### src/rtl/alu_ctrl_pkg.sv
// Shared encodings for the ALU control / multiply-divide block.
// The DIV state exists only when ALU_DIV_EN is defined.
package alu_ctrl_pkg;

   localparam logic [1:0] ALUOP_ADD   = 2'b00;
   localparam logic [1:0] ALUOP_SUB   = 2'b01;
   localparam logic [1:0] ALUOP_RTYPE = 2'b10;
   localparam logic [1:0] ALUOP_ORI   = 2'b11;

   localparam logic [5:0] FN_ADD   = 6'b100000;
   localparam logic [5:0] FN_ADDU  = 6'b100001;
   localparam logic [5:0] FN_SUB   = 6'b100010;
   localparam logic [5:0] FN_SUBU  = 6'b100011;
   localparam logic [5:0] FN_AND   = 6'b100100;
   localparam logic [5:0] FN_OR    = 6'b100101;
   localparam logic [5:0] FN_XOR   = 6'b100110;
   localparam logic [5:0] FN_NOR   = 6'b100111;
   localparam logic [5:0] FN_SLT   = 6'b101010;
   localparam logic [5:0] FN_SLTU  = 6'b101011;
   localparam logic [5:0] FN_MFHI  = 6'b010000;
   localparam logic [5:0] FN_MTHI  = 6'b010001;
   localparam logic [5:0] FN_MFLO  = 6'b010010;
   localparam logic [5:0] FN_MTLO  = 6'b010011;
   localparam logic [5:0] FN_MULT  = 6'b011000;
   localparam logic [5:0] FN_MULTU = 6'b011001;
   localparam logic [5:0] FN_DIV   = 6'b011010;
   localparam logic [5:0] FN_DIVU  = 6'b011011;

   localparam logic [3:0] CTR_AND  = 4'b0000;
   localparam logic [3:0] CTR_OR   = 4'b0001;
   localparam logic [3:0] CTR_ADD  = 4'b0010;
   localparam logic [3:0] CTR_XOR  = 4'b0011;
   localparam logic [3:0] CTR_SUB  = 4'b0110;
   localparam logic [3:0] CTR_SLT  = 4'b0111;
   localparam logic [3:0] CTR_SLTU = 4'b1000;
   localparam logic [3:0] CTR_NOR  = 4'b1100;
   localparam logic [3:0] CTR_ILL  = 4'b1111;

`ifdef ALU_DIV_EN
   typedef enum logic [1:0] {IDLE = 2'd0, MUL = 2'd1, DIV = 2'd2, FIN = 2'd3} state_e;
`else
   typedef enum logic [1:0] {IDLE = 2'd0, MUL = 2'd1, FIN = 2'd3} state_e;
`endif

   // Instructions that touch HI/LO and therefore must wait while the unit is busy.
   function automatic logic is_md_group(input logic [5:0] fn);
      logic hit;
      hit = 1'b0;
      case (fn)
         FN_MULT, FN_MULTU, FN_MFHI, FN_MTHI, FN_MFLO, FN_MTLO: hit = 1'b1;
`ifdef ALU_DIV_EN
         FN_DIV, FN_DIVU: hit = 1'b1;
`endif
         default: hit = 1'b0;
      endcase
      return hit;
   endfunction

endpackage

### src/rtl/muldiv_iter.sv
// Iterative datapath: shift-add multiplier and (with ALU_DIV_EN) restoring divider on magnitudes.
// res_hi/res_lo show the sign-corrected result of the step being taken this cycle.
import alu_ctrl_pkg::*;

module muldiv_iter #(
   parameter int DATA_W = 32
) (
   input  logic              clk,
   input  logic              rst_n,
   input  logic              start,
   input  logic              step,
`ifdef ALU_DIV_EN
   input  logic              op_div,
   output logic              res_divz,
`endif
   input  logic              op_signed,
   input  logic [DATA_W-1:0] op_a,
   input  logic [DATA_W-1:0] op_b,
   output logic [DATA_W-1:0] res_hi,
   output logic [DATA_W-1:0] res_lo
);

   logic [DATA_W-1:0] acc_hi_q, acc_hi_d, acc_lo_q, acc_lo_d;
   logic [DATA_W-1:0] mcand_q, mcand_d;
   logic              neg_q, neg_d;
   logic [DATA_W-1:0] acc_hi_n, acc_lo_n;
   logic [DATA_W-1:0] a_mag, b_mag;
   logic              a_neg, b_neg;
   logic [DATA_W:0]   mul_sum;
   logic [2*DATA_W-1:0] prod, prod_fix;
`ifdef ALU_DIV_EN
   logic              div_q, div_d, rem_neg_q, rem_neg_d, zero_q, zero_d;
   logic [DATA_W-1:0] a_raw_q, a_raw_d;
   logic [DATA_W:0]   shifted, trial;
`endif

   always_comb begin
      a_neg    = op_signed & op_a[DATA_W-1];
      b_neg    = op_signed & op_b[DATA_W-1];
      a_mag    = a_neg ? -op_a : op_a;
      b_mag    = b_neg ? -op_b : op_b;

      // Multiply step: conditionally add multiplicand into the upper half, shift the pair right.
      mul_sum  = {1'b0, acc_hi_q} + (acc_lo_q[0] ? {1'b0, mcand_q} : '0);
      acc_hi_n = acc_hi_q;
      acc_lo_n = acc_lo_q;
`ifdef ALU_DIV_EN
      shifted  = {acc_hi_q, acc_lo_q[DATA_W-1]};
      trial    = shifted - {1'b0, mcand_q};
`endif
      if (step) begin
`ifdef ALU_DIV_EN
         if (div_q) begin
            acc_hi_n = trial[DATA_W] ? shifted[DATA_W-1:0] : trial[DATA_W-1:0];
            acc_lo_n = {acc_lo_q[DATA_W-2:0], ~trial[DATA_W]};
         end else begin
            acc_hi_n = mul_sum[DATA_W:1];
            acc_lo_n = {mul_sum[0], acc_lo_q[DATA_W-1:1]};
         end
`else
         acc_hi_n = mul_sum[DATA_W:1];
         acc_lo_n = {mul_sum[0], acc_lo_q[DATA_W-1:1]};
`endif
      end

      prod     = {acc_hi_n, acc_lo_n};
      prod_fix = neg_q ? -prod : prod;
      res_hi   = prod_fix[2*DATA_W-1:DATA_W];
      res_lo   = prod_fix[DATA_W-1:0];
`ifdef ALU_DIV_EN
      res_divz = zero_q;
      if (div_q) begin
         if (zero_q) begin
            res_lo = '1;
            res_hi = a_raw_q;
         end else begin
            res_lo = neg_q ? -acc_lo_n : acc_lo_n;
            res_hi = rem_neg_q ? -acc_hi_n : acc_hi_n;
         end
      end
`endif
   end

   always_comb begin
      acc_hi_d = acc_hi_n;
      acc_lo_d = acc_lo_n;
      mcand_d  = mcand_q;
      neg_d    = neg_q;
`ifdef ALU_DIV_EN
      div_d     = div_q;
      rem_neg_d = rem_neg_q;
      zero_d    = zero_q;
      a_raw_d   = a_raw_q;
`endif
      if (start) begin
         acc_hi_d = '0;
         neg_d    = a_neg ^ b_neg;
`ifdef ALU_DIV_EN
         div_d     = op_div;
         rem_neg_d = a_neg;
         zero_d    = op_div & (op_b == '0);
         a_raw_d   = op_a;
         acc_lo_d  = op_div ? a_mag : b_mag;
         mcand_d   = op_div ? b_mag : a_mag;
`else
         acc_lo_d  = b_mag;
         mcand_d   = a_mag;
`endif
      end
   end

   always_ff @(posedge clk) begin
      if (!rst_n) begin
         acc_hi_q <= '0;
         acc_lo_q <= '0;
         mcand_q  <= '0;
         neg_q    <= 1'b0;
`ifdef ALU_DIV_EN
         div_q     <= 1'b0;
         rem_neg_q <= 1'b0;
         zero_q    <= 1'b0;
         a_raw_q   <= '0;
`endif
      end else begin
         acc_hi_q <= acc_hi_d;
         acc_lo_q <= acc_lo_d;
         mcand_q  <= mcand_d;
         neg_q    <= neg_d;
`ifdef ALU_DIV_EN
         div_q     <= div_d;
         rem_neg_q <= rem_neg_d;
         zero_q    <= zero_d;
         a_raw_q   <= a_raw_d;
`endif
      end
   end

endmodule

### src/rtl/alu_ctrl_muldiv.sv
// ALU control decoder with an iterative multiply/divide unit and HI/LO registers.
// Define ALU_DIV_EN to include div/divu; otherwise they decode as illegal.
import alu_ctrl_pkg::*;

// state | meaning
// IDLE  | accepts ALU, mult/div and HI/LO move instructions
// MUL   | multiply iterations, counter DATA_W-1 down to 0
// DIV   | divide iterations, counter DATA_W-1 down to 0 (ALU_DIV_EN only)
// FIN   | hi/lo just written; done (and divz) asserted for this one cycle
module alu_ctrl_muldiv #(
   parameter int DATA_W = 32,
   parameter int CTR_W  = 4
) (
   input  logic              clk,
   input  logic              rst_n,
   input  logic [1:0]        aluOp,
   input  logic [5:0]        funct,
   input  logic              valid,
   input  logic [DATA_W-1:0] srcA,
   input  logic [DATA_W-1:0] srcB,
   output logic [CTR_W-1:0]  aluCtr,
   output logic              illegal,
   output logic              stall,
   output logic              busy,
   output logic [DATA_W-1:0] hi,
   output logic [DATA_W-1:0] lo,
   output logic [DATA_W-1:0] mdOut,
   output logic              done,
   output logic              divz
);

   localparam int CNT_W = (DATA_W > 1) ? $clog2(DATA_W) : 1;
   localparam logic [CNT_W-1:0] CNT_LAST = CNT_W'(DATA_W - 1);

   state_e            state_q, state_d;
   logic [CNT_W-1:0]  cnt_q, cnt_d;
   logic [DATA_W-1:0] hi_q, hi_d, lo_q, lo_d;
   logic              busy_q, busy_d;
   logic [3:0]        ctr;
   logic              is_mul_op, is_mfhi, is_mflo, is_mthi, is_mtlo, md_signed;
   logic              start, step;
   logic [DATA_W-1:0] res_hi, res_lo;
`ifdef ALU_DIV_EN
   logic              is_div_op, divz_q, divz_d, res_divz;
`endif

   always_comb begin
      ctr       = CTR_ILL;
      illegal   = 1'b0;
      is_mul_op = 1'b0;
      is_mfhi   = 1'b0;
      is_mflo   = 1'b0;
      is_mthi   = 1'b0;
      is_mtlo   = 1'b0;
`ifdef ALU_DIV_EN
      is_div_op = 1'b0;
`endif
      md_signed = ~funct[0];
      case (aluOp)
         ALUOP_ADD: ctr = CTR_ADD;
         ALUOP_SUB: ctr = CTR_SUB;
         ALUOP_ORI: ctr = CTR_OR;
         default: begin
            case (funct)
               FN_ADD, FN_ADDU:   ctr = CTR_ADD;
               FN_SUB, FN_SUBU:   ctr = CTR_SUB;
               FN_AND:            ctr = CTR_AND;
               FN_OR:             ctr = CTR_OR;
               FN_XOR:            ctr = CTR_XOR;
               FN_NOR:            ctr = CTR_NOR;
               FN_SLT:            ctr = CTR_SLT;
               FN_SLTU:           ctr = CTR_SLTU;
               FN_MULT, FN_MULTU: begin ctr = CTR_ADD; is_mul_op = 1'b1; end
`ifdef ALU_DIV_EN
               FN_DIV, FN_DIVU:   begin ctr = CTR_ADD; is_div_op = 1'b1; end
`endif
               FN_MFHI:           begin ctr = CTR_ADD; is_mfhi = 1'b1; end
               FN_MFLO:           begin ctr = CTR_ADD; is_mflo = 1'b1; end
               FN_MTHI:           begin ctr = CTR_ADD; is_mthi = 1'b1; end
               FN_MTLO:           begin ctr = CTR_ADD; is_mtlo = 1'b1; end
               default:           begin ctr = CTR_ILL; illegal = 1'b1; end
            endcase
         end
      endcase
   end

   always_comb begin
      state_d = state_q;
      cnt_d   = cnt_q;
      hi_d    = hi_q;
      lo_d    = lo_q;
      start   = 1'b0;
      step    = 1'b0;
`ifdef ALU_DIV_EN
      divz_d  = 1'b0;
`endif
      case (state_q)
         IDLE: begin
            if (valid) begin
               if (is_mul_op) begin
                  state_d = MUL;
                  cnt_d   = CNT_LAST;
                  start   = 1'b1;
`ifdef ALU_DIV_EN
               end else if (is_div_op) begin
                  state_d = DIV;
                  cnt_d   = CNT_LAST;
                  start   = 1'b1;
`endif
               end else if (is_mthi) begin
                  hi_d = srcA;
               end else if (is_mtlo) begin
                  lo_d = srcA;
               end
            end
         end
`ifdef ALU_DIV_EN
         MUL, DIV: begin
`else
         MUL: begin
`endif
            step = 1'b1;
            if (cnt_q == '0) begin
               state_d = FIN;
               hi_d    = res_hi;
               lo_d    = res_lo;
`ifdef ALU_DIV_EN
               divz_d  = res_divz;
`endif
            end else begin
               cnt_d = cnt_q - 1'b1;
            end
         end
         FIN:     state_d = IDLE;
         default: state_d = IDLE;
      endcase
      busy_d = (state_d != IDLE);
   end

   always_ff @(posedge clk) begin
      if (!rst_n) begin
         state_q <= IDLE;
         cnt_q   <= '0;
         hi_q    <= '0;
         lo_q    <= '0;
         busy_q  <= 1'b0;
`ifdef ALU_DIV_EN
         divz_q  <= 1'b0;
`endif
      end else begin
         state_q <= state_d;
         cnt_q   <= cnt_d;
         hi_q    <= hi_d;
         lo_q    <= lo_d;
         busy_q  <= busy_d;
`ifdef ALU_DIV_EN
         divz_q  <= divz_d;
`endif
      end
   end

   muldiv_iter #(.DATA_W(DATA_W)) u_iter (
      .clk       (clk),
      .rst_n     (rst_n),
      .start     (start),
      .step      (step),
`ifdef ALU_DIV_EN
      .op_div    (is_div_op),
      .res_divz  (res_divz),
`endif
      .op_signed (md_signed),
      .op_a      (srcA),
      .op_b      (srcB),
      .res_hi    (res_hi),
      .res_lo    (res_lo)
   );

   assign aluCtr = CTR_W'(ctr);
   assign stall  = valid & busy_q & (aluOp == ALUOP_RTYPE) & is_md_group(funct);
   assign busy   = busy_q;
   assign hi     = hi_q;
   assign lo     = lo_q;
   assign mdOut  = is_mfhi ? hi_q : (is_mflo ? lo_q : '0);
   assign done   = (state_q == FIN);
`ifdef ALU_DIV_EN
   assign divz   = divz_q;
`else
   assign divz   = 1'b0;
`endif

endmodule

### config.mk
export PLATFORM = sky130hd
export DESIGN_NAME = alu_ctrl_muldiv
export DESIGN_NICKNAME = d
export VERILOG_FILES = /design/src/rtl/alu_ctrl_pkg.sv /design/src/rtl/muldiv_iter.sv /design/src/rtl/alu_ctrl_muldiv.sv
export SDC_FILE = /design/constraint.sdc
export NUM_CORES = 1
export LEC_CHECK = 0
export ABC_AREA = 1
export BUFFER_PORTS_ARGS = -buffer_cell sky130_fd_sc_hd__buf_2
export CAP_MARGIN = 15
export CORE_MARGIN = 3
export CORE_UTILIZATION = 50
export CTS_CLUSTER_DIAMETER = 200
export DETAILED_ROUTE_END_ITERATION = 6
export GPL_ROUTABILITY_DRIVEN = 0
export HOLD_SLACK_MARGIN = 0.08
export PLACE_DENSITY = 0.71
export SETUP_SLACK_MARGIN = 0.02
export SLEW_MARGIN = 15
export SYNTH_ARGS = -nofsm -noshare
export SYNTH_HDL_FRONTEND = slang
export SYNTH_SLANG_ARGS = --single-unit
### constraint.sdc
create_clock -name clk -period 3.1 [get_ports clk]
set_input_delay 0.155 -clock clk [delete_from_list [all_inputs] [get_ports clk]]
set_output_delay 0.155 -clock clk [all_outputs]
set_load 0.01 [all_outputs]
Yosys cells after proc, flatten, opt, wreduce, memory -nomap -nowiden

Index checks and enable logic that the tools add are counted.

$mul: 0
Equal/unequal tests: 29
Magnitude comparators: 0
Add/subtract/negate cells: 5
Bitwise logic cells: 8
Shifts and indexed selects: 0
Multiplexer cells: 47
Divide/modulo/power cells: 0
Reductions and logical operators: 15

Operator list:

| kind                                                | number |
|---|---|
| 2-to-1 mux 32 bit                                   | 17 |
| case mux 32 bit (2 select lines)                    | 2 |
| 2-to-1 mux 64 bit                                   | 1 |
| negation 32 bit                                     | 2 |
| negation 64 bit                                     | 1 |
| equality test 6 bit, second input constant          | 10 |
| equality test 6 x 5 -> 1 bit, second input constant | 6 |
| adder 32 x 33 -> 33 bit                             | 1 |
| case mux 4 bit (8 select lines)                     | 1 |
| 2-to-1 mux 1 bit                                    | 17 |
| inequality test 2 bit, second input constant        | 8 |
| OR reduction 16 bit                                 | 1 |
| 2-to-1 mux 5 bit                                    | 3 |
| case mux 4 bit (3 select lines)                     | 1 |
| case mux 5 bit (2 select lines)                     | 1 |
| OR reduction 8 bit                                  | 1 |
| equality test 2 bit, second input constant          | 3 |
| 2-to-1 mux 2 bit                                    | 3 |
| AND reduction 6 bit                                 | 1 |
| OR reduction 2 bit                                  | 3 |
| OR reduction 6 bit                                  | 1 |
| AND 1 bit                                           | 5 |
| zero test 5 bit                                     | 1 |
| AND reduction 5 bit                                 | 1 |
| other kinds (9)                                     | 13 |

Output and inout port bits: 105
Register bits after elaboration: 169
Bits in read-only memories: 0
Memories: 0
Word-level logic and storage cells: 113
Latch bits: 0
Memory bits (writable): 0

Longest topological paths before layout

Depth after elaboration: 8
Mapped depth: 28

Cells and area by module

A second synthesis with hierarchy kept.

Cells, all modules: 2,676
Area total of the unflattened synthesis: 14,714.1 um^2

Modules (own cells, without submodules):

| module          | instances | cells an instance | area each (um^2) |
|---|---|---|---|
| muldiv_iter     | 1         | 1,882             | 10,241.1 |
| alu_ctrl_muldiv | 1         | 794               | 4,473.0 |

Worst setup path before layout

No wires, ideal clock.

Kind: register -> register
Start point: register u_iter.acc_lo_q[0]
End point: register hi_q[27] (netlist: hi[27])
Cell stages (with the launch flop): 26
Arrival time: 3,080 ps
Data required time: 2,987 ps
Library setup time: 113 ps
Slack: -93 ps
Path buffers: 2
Cell sequence: dfxtp_1 > clkbuf_1 > clkbuf_1 > nand2_1 > inv_1 > ha_1 > inv_1 > fa_1 > inv_1 > nand3_1 > nand3_1 > nand3_1 > o21ai_0 > inv_1 > nor2_1 > nand2_1 > nor2_8 > nand2_4 > nor2_4 > nand3_2 > nand2_2 > nand2_2 > nand2_1 > nand2_1 > o21ai_1 > inv_1

Word-level cells in the longest chain between the ends: 7
Elaborated cells between the ends (all ways): 8
Classes of those cells: add/sub: 2; mux: 6

Ends and longest elaborated chain:

| item                               | RTL line               | RTL |
|---|---|---|
| start: declaration                 | muldiv_iter.sv:23      | `logic [DATA_W-1:0] acc_hi_q, acc_hi_d, acc_lo_q, acc_lo_d;` |
| start signal: assignment           | muldiv_iter.sv:126     | `acc_lo_q <= acc_lo_d;` |
| 2-to-1 mux 32 bit                  | muldiv_iter.sv:44      | `mul_sum = {1'b0, acc_hi_q} + (acc_lo_q[0] ? {1'b0, mcand_q} : '0);` |
| adder 32 x 33 -> 33 bit            | muldiv_iter.sv:44      |  |
| 2-to-1 mux 32 bit                  | muldiv_iter.sv:51      | `if (step) begin` |
| negation 64 bit                    | muldiv_iter.sv:67      | `prod_fix = neg_q ? -prod : prod;` |
| 2-to-1 mux 64 bit *                | muldiv_iter.sv:67      |  |
| 2-to-1 mux 32 bit *                | alu_ctrl_muldiv.sv:123 | `if (cnt_q == '0) begin` |
| case mux 32 bit (2 select lines) * | alu_ctrl_muldiv.sv:97  | `case (state_q)` |
| end signal: assignment             | alu_ctrl_muldiv.sv:153 | `hi_q <= hi_d;` |
| end: declaration                   | alu_ctrl_muldiv.sv:37  | `logic [DATA_W-1:0] hi_q, hi_d, lo_q, lo_d;` |

Every way passes the cells marked *; elsewhere a longest branch is shown, timed or not. The select of a mux whose other input is x is not followed.
A chain may end at the register's enable or synchronous reset.

Worst setup path after layout

Start point: register u_iter.acc_lo_q[0]
End point: register hi_q[30] (netlist: hi[30])

Same word-level chain as after synthesis.

==> flow_metrics.py <==
metrics = {
    "yosys": {
        "synth-edff-count": 0,
        "synth-main-ff-cell": "dfxtp_1",
        "syn_nets": 2503,
        "syn_inst": 2391,
        "async_flop_share_pct": 0,
        "seq_area_frac_synth_pct": 24.4,
        "ys.warnings.count": 0,
        "ys_ff_latch": 169,
        "syn_area_mm2": 0.0139,
        "ys_types": 65,
        "syn_avg_cell_area_um2": 5.81,
    },
    "global_routing": {
        "grtUsageTotal_pct": 37.7,
        "grt_max_degree": 45,
        "overflow": 0,
        "grt_first_pass_wirelength_um": 89900,
        "antenna_found_initial": 0,
        "grt_pass1_vias": 16504,
    },
    "layout": {
        "drive_above_1_share_pct": 29.9,
        "n_fill_cell": 2235,
        "syn2layout_area_growth_pct": 37.5,
        "seqCellArea_mm2": 0.00339,
        "postLayoutCoreUtil_pct": 70.4,
        "multi_input_area_mm2": 0.00986,
        "fin_nets": 2896,
    },
    "run_status": {
        "run_status": "complete, but fails checks",
        "violations": "setup timing",
    },
    "min_path": {
        "hold_path_class": "in2reg",
        "min_from": "srcB[10]",
    },
    "sta": {
        "drv_slew": 0,
        "rsz0062_at_grt": "true",
        "setup_ws_ns": -0.154,
        "setup_viol": 19,
        "fmax_mhz": 307,
        "tightestPinTransition_ns": 0.972,
        "period_share_pct": 105,
        "finalHoldViolations": 0,
        "max_slew_margin_pct": 34.4,
        "period_needed_ns": 3.25,
        "finClkSkew_ns": 0.0210,
    },
    "setup_path": {
        "arrival_ns": 3.60,
        "critPathLaunch": "u_iter.acc_lo_q[0]",
        "path_class": "reg2reg",
        "cp-end-kind": "register",
        "critical_path_required_ns": 3.45,
        "r2r-start": "u_iter.acc_lo_q[0]",
        "start_kind": "register",
        "critical_path.max_fanout": 4,
    },
    "drt": {
        "remaining_drc_errors": 0,
        "drtPass1Iterations": 7,
        "vias": 18718,
        "wl_um": 62700,
        "via_per_inst": 5.90,
        "wire_per_inst_um": 19.8,
        "first_iter_violations": 2540,
        "ant_nets": 0,
    },
    "clock_network": {
        "max-clock-path-buffers": 2,
        "clkTransAtPathRegs_ns": 0.09,
        "clock_sinks": 169,
        "cts_tree": "done",
        "clkLatencyLatePin_ns": 0.46,
        "root_buffer": "clkbuf_16",
        "numCtsBuffers": 17,
        "htreeDepth": 4,
    },
    "pwr": {
        "p_total_mw": 5.21,
        "power_density_mw_per_mm2": 273,
        "p_leak_nw": 10.0,
        "ir_worst_vdd_mv": 0.391,
    },
    "floorplan": {
        "core_area_mm2": 0.0271,
        "die_h_um": 173,
        "die_x_um": 173,
        "start_util_pct": 51.2,
        "ioPinCount": 180,
        "dieArea_mm2": 0.0298,
        "fp-row-count": 60,
    },
    "placed_design": {
        "hpwl_um": 45100,
        "io_buffers": 178,
        "dp_slack_ns": -0.203,
    },
    "flow_run": {
        "cap_violations": 0,
    },
}
==> cell type report <==
class / instances / share of cell area [%]
Multi-Input combinational cell: 1721 / 51.6
Timing Repair Buffer: 463 / 17.0
Sequential cell: 169 / 17.8
Clock buffer: 17 / 2.23
Antenna cell: 1 / 0.0131
Tap cell: 372 / 2.44
Clock inverter: 15 / 0.819
Inverter: 412 / 8.11
==> sequential cells by signal (all words and copies together), names as in the netlist <==
register	cells
lo	32
busy	1
u_iter.acc_lo_q	32
state_q	2
u_iter.mcand_q	32
hi	32
cnt_q	5
u_iter.acc_hi_q	32
u_iter.neg_q	1
==> kinds of logic (layout without fill, tap and decap cells) <==
logic type / count (synthesis) / in the layout / share of synthesized area [%]
AO/OA/AOI/OAI: 446 / 446 / 19.0
buffers and inverters: 501 / 907 / 14.3
other: 1 / 2 / 0.0270
XOR/XNOR: 22 / 22 / 1.39
AND/OR/NAND/NOR: 1215 / 1215 / 37.5
flip-flops: 169 / 169 / 24.4
adder cells (fa/ha/maj): 37 / 37 / 3.39
==> placed cells by master (no fill, tap or decap), drive strengths merged, types with 27 or more instances in the layout <==
cell type	instances
nand2	681
buf	441
o22ai	27
inv	415
nor3	30
nand3	181
a31oi	27
a21oi	120
nor2	250
dfxtp	169
nand4	29
ha	36
o21ai	182
==> power breakdown <==
group / leakage, nW / internal, mW / switching [mW]
Combinational: 8.37 / 0.273 / 0.496
Clock: 0.286 / 1.14 / 1.11
Sequential: 1.36 / 2.18 / 0.0112
Total: 10.0 / 3.59 / 1.61
==> per-layer routing <==
layer | GRT usage (%) | part of all wire, % | vias up
met3 | 10.0 | 14 | 338
met2 | 57.0 | 42 | 1419
met1 | 49.0 | 37 | 8458
met5 | 0.160 | 0 | -
li1 | - | - | 8503
met4 | 20.5 | 7.1 | 0
==> worst max-delay path, cell delays in order, from the launching register on <==
cell	delay, ns
dfxtp_4	0.43
nand2_4	0.06
inv_2	0.06
ha_4	0.14
inv_1	0.06
fa_2	0.37
inv_2	0.09
nand2_1	0.19
nand3_2	0.17
o21ai_2	0.08
nor2_2	0.14
nand3_1	0.08
nor2_1	0.11
nand4_1	0.22
nor2_4	0.24
nand3_4	0.12
buf_4	0.16
nor2_1	0.09
nand3_1	0.08
nand3_1	0.08
nand3_1	0.08
nand2_1	0.06
inv_1	0.04
==> synthesized netlist by cell type (4+ instances only) <==
cell type | count | share of area (%)
buf_1 | 6 | 0.16
a221oi_1 | 5 | 0.32
nand2_2 | 12 | 0.54
nand4_1 | 28 | 1.3
a31oi_1 | 27 | 1.2
nor2_1 | 237 | 6.4
nand2_1 | 667 | 18
o21ai_2 | 11 | 0.69
o211ai_1 | 22 | 1.2
o311ai_0 | 8 | 0.50
nand3_2 | 6 | 0.43
o21ai_1 | 17 | 0.61
a32o_1 | 7 | 0.50
nor2_2 | 4 | 0.18
and2_1 | 4 | 0.18
o22ai_1 | 27 | 1.2
inv_1 | 402 | 11
o31ai_1 | 9 | 0.49
inv_2 | 4 | 0.11
ha_1 | 36 | 3.2
xnor2_1 | 5 | 0.32
o221ai_1 | 7 | 0.44
nand3_1 | 174 | 6.3
a211oi_1 | 10 | 0.54
nor2_4 | 8 | 0.65
buf_2 | 14 | 0.50
clkinv_1 | 5 | 0.14
buf_4 | 6 | 0.32
nor4_1 | 8 | 0.36
a21oi_1 | 118 | 4.3
or2_2 | 19 | 0.86
a21o_1 | 4 | 0.22
clkbuf_1 | 57 | 1.5
o21ai_0 | 154 | 5.6
nor3_1 | 28 | 1.0
dfxtp_1 | 169 | 24
nand3b_1 | 7 | 0.38
buf_6 | 4 | 0.32
xor2_1 | 17 | 1.1
==> stage by stage <==
| stage | TNS, ns | instances | hold WS, ns | instance area (um2) |
|---|---|---|---|---|
| global route | -4.35 | 3169 | 0.115 | 19100 |
| finish | -1.70 | 3170 | 0.0815 | 19100 |
| detailed placement | -1.56 | 3075 | 0.442 | 16500 |
| CTS | 0 | 3143 | 0.0862 | 17900 |
| floorplan | 0 | 2391 | 0.286 | 13900 |
| global placement | -0.872 | 3075 | 0.437 | 16500 |
==> repair_timing <==
item / 4_1_cts / 5_1_grt
hold buffers: 20 / 0
pin swaps: 34 / 88
endpoints found under the hold margin: 21 / 0
resized for setup: 115 / 250
gates cloned: 1 / 2
setup endpoints to repair: 18 / 33
setup buffers: 15 / 25
==> worst paths after layout <==
path | end | slack (ns) | depth (start not counted)
worst max-delay path | hi[30] | -0.15 | 22
worst min-delay path | u_iter.acc_lo_q[10] | 0.08 | 5
worst max register to register | hi[30] | -0.15 | 22
worst min register to register | u_iter.mcand_q[6] | 0.47 | 2
Power figures use the tool's default switching activity.
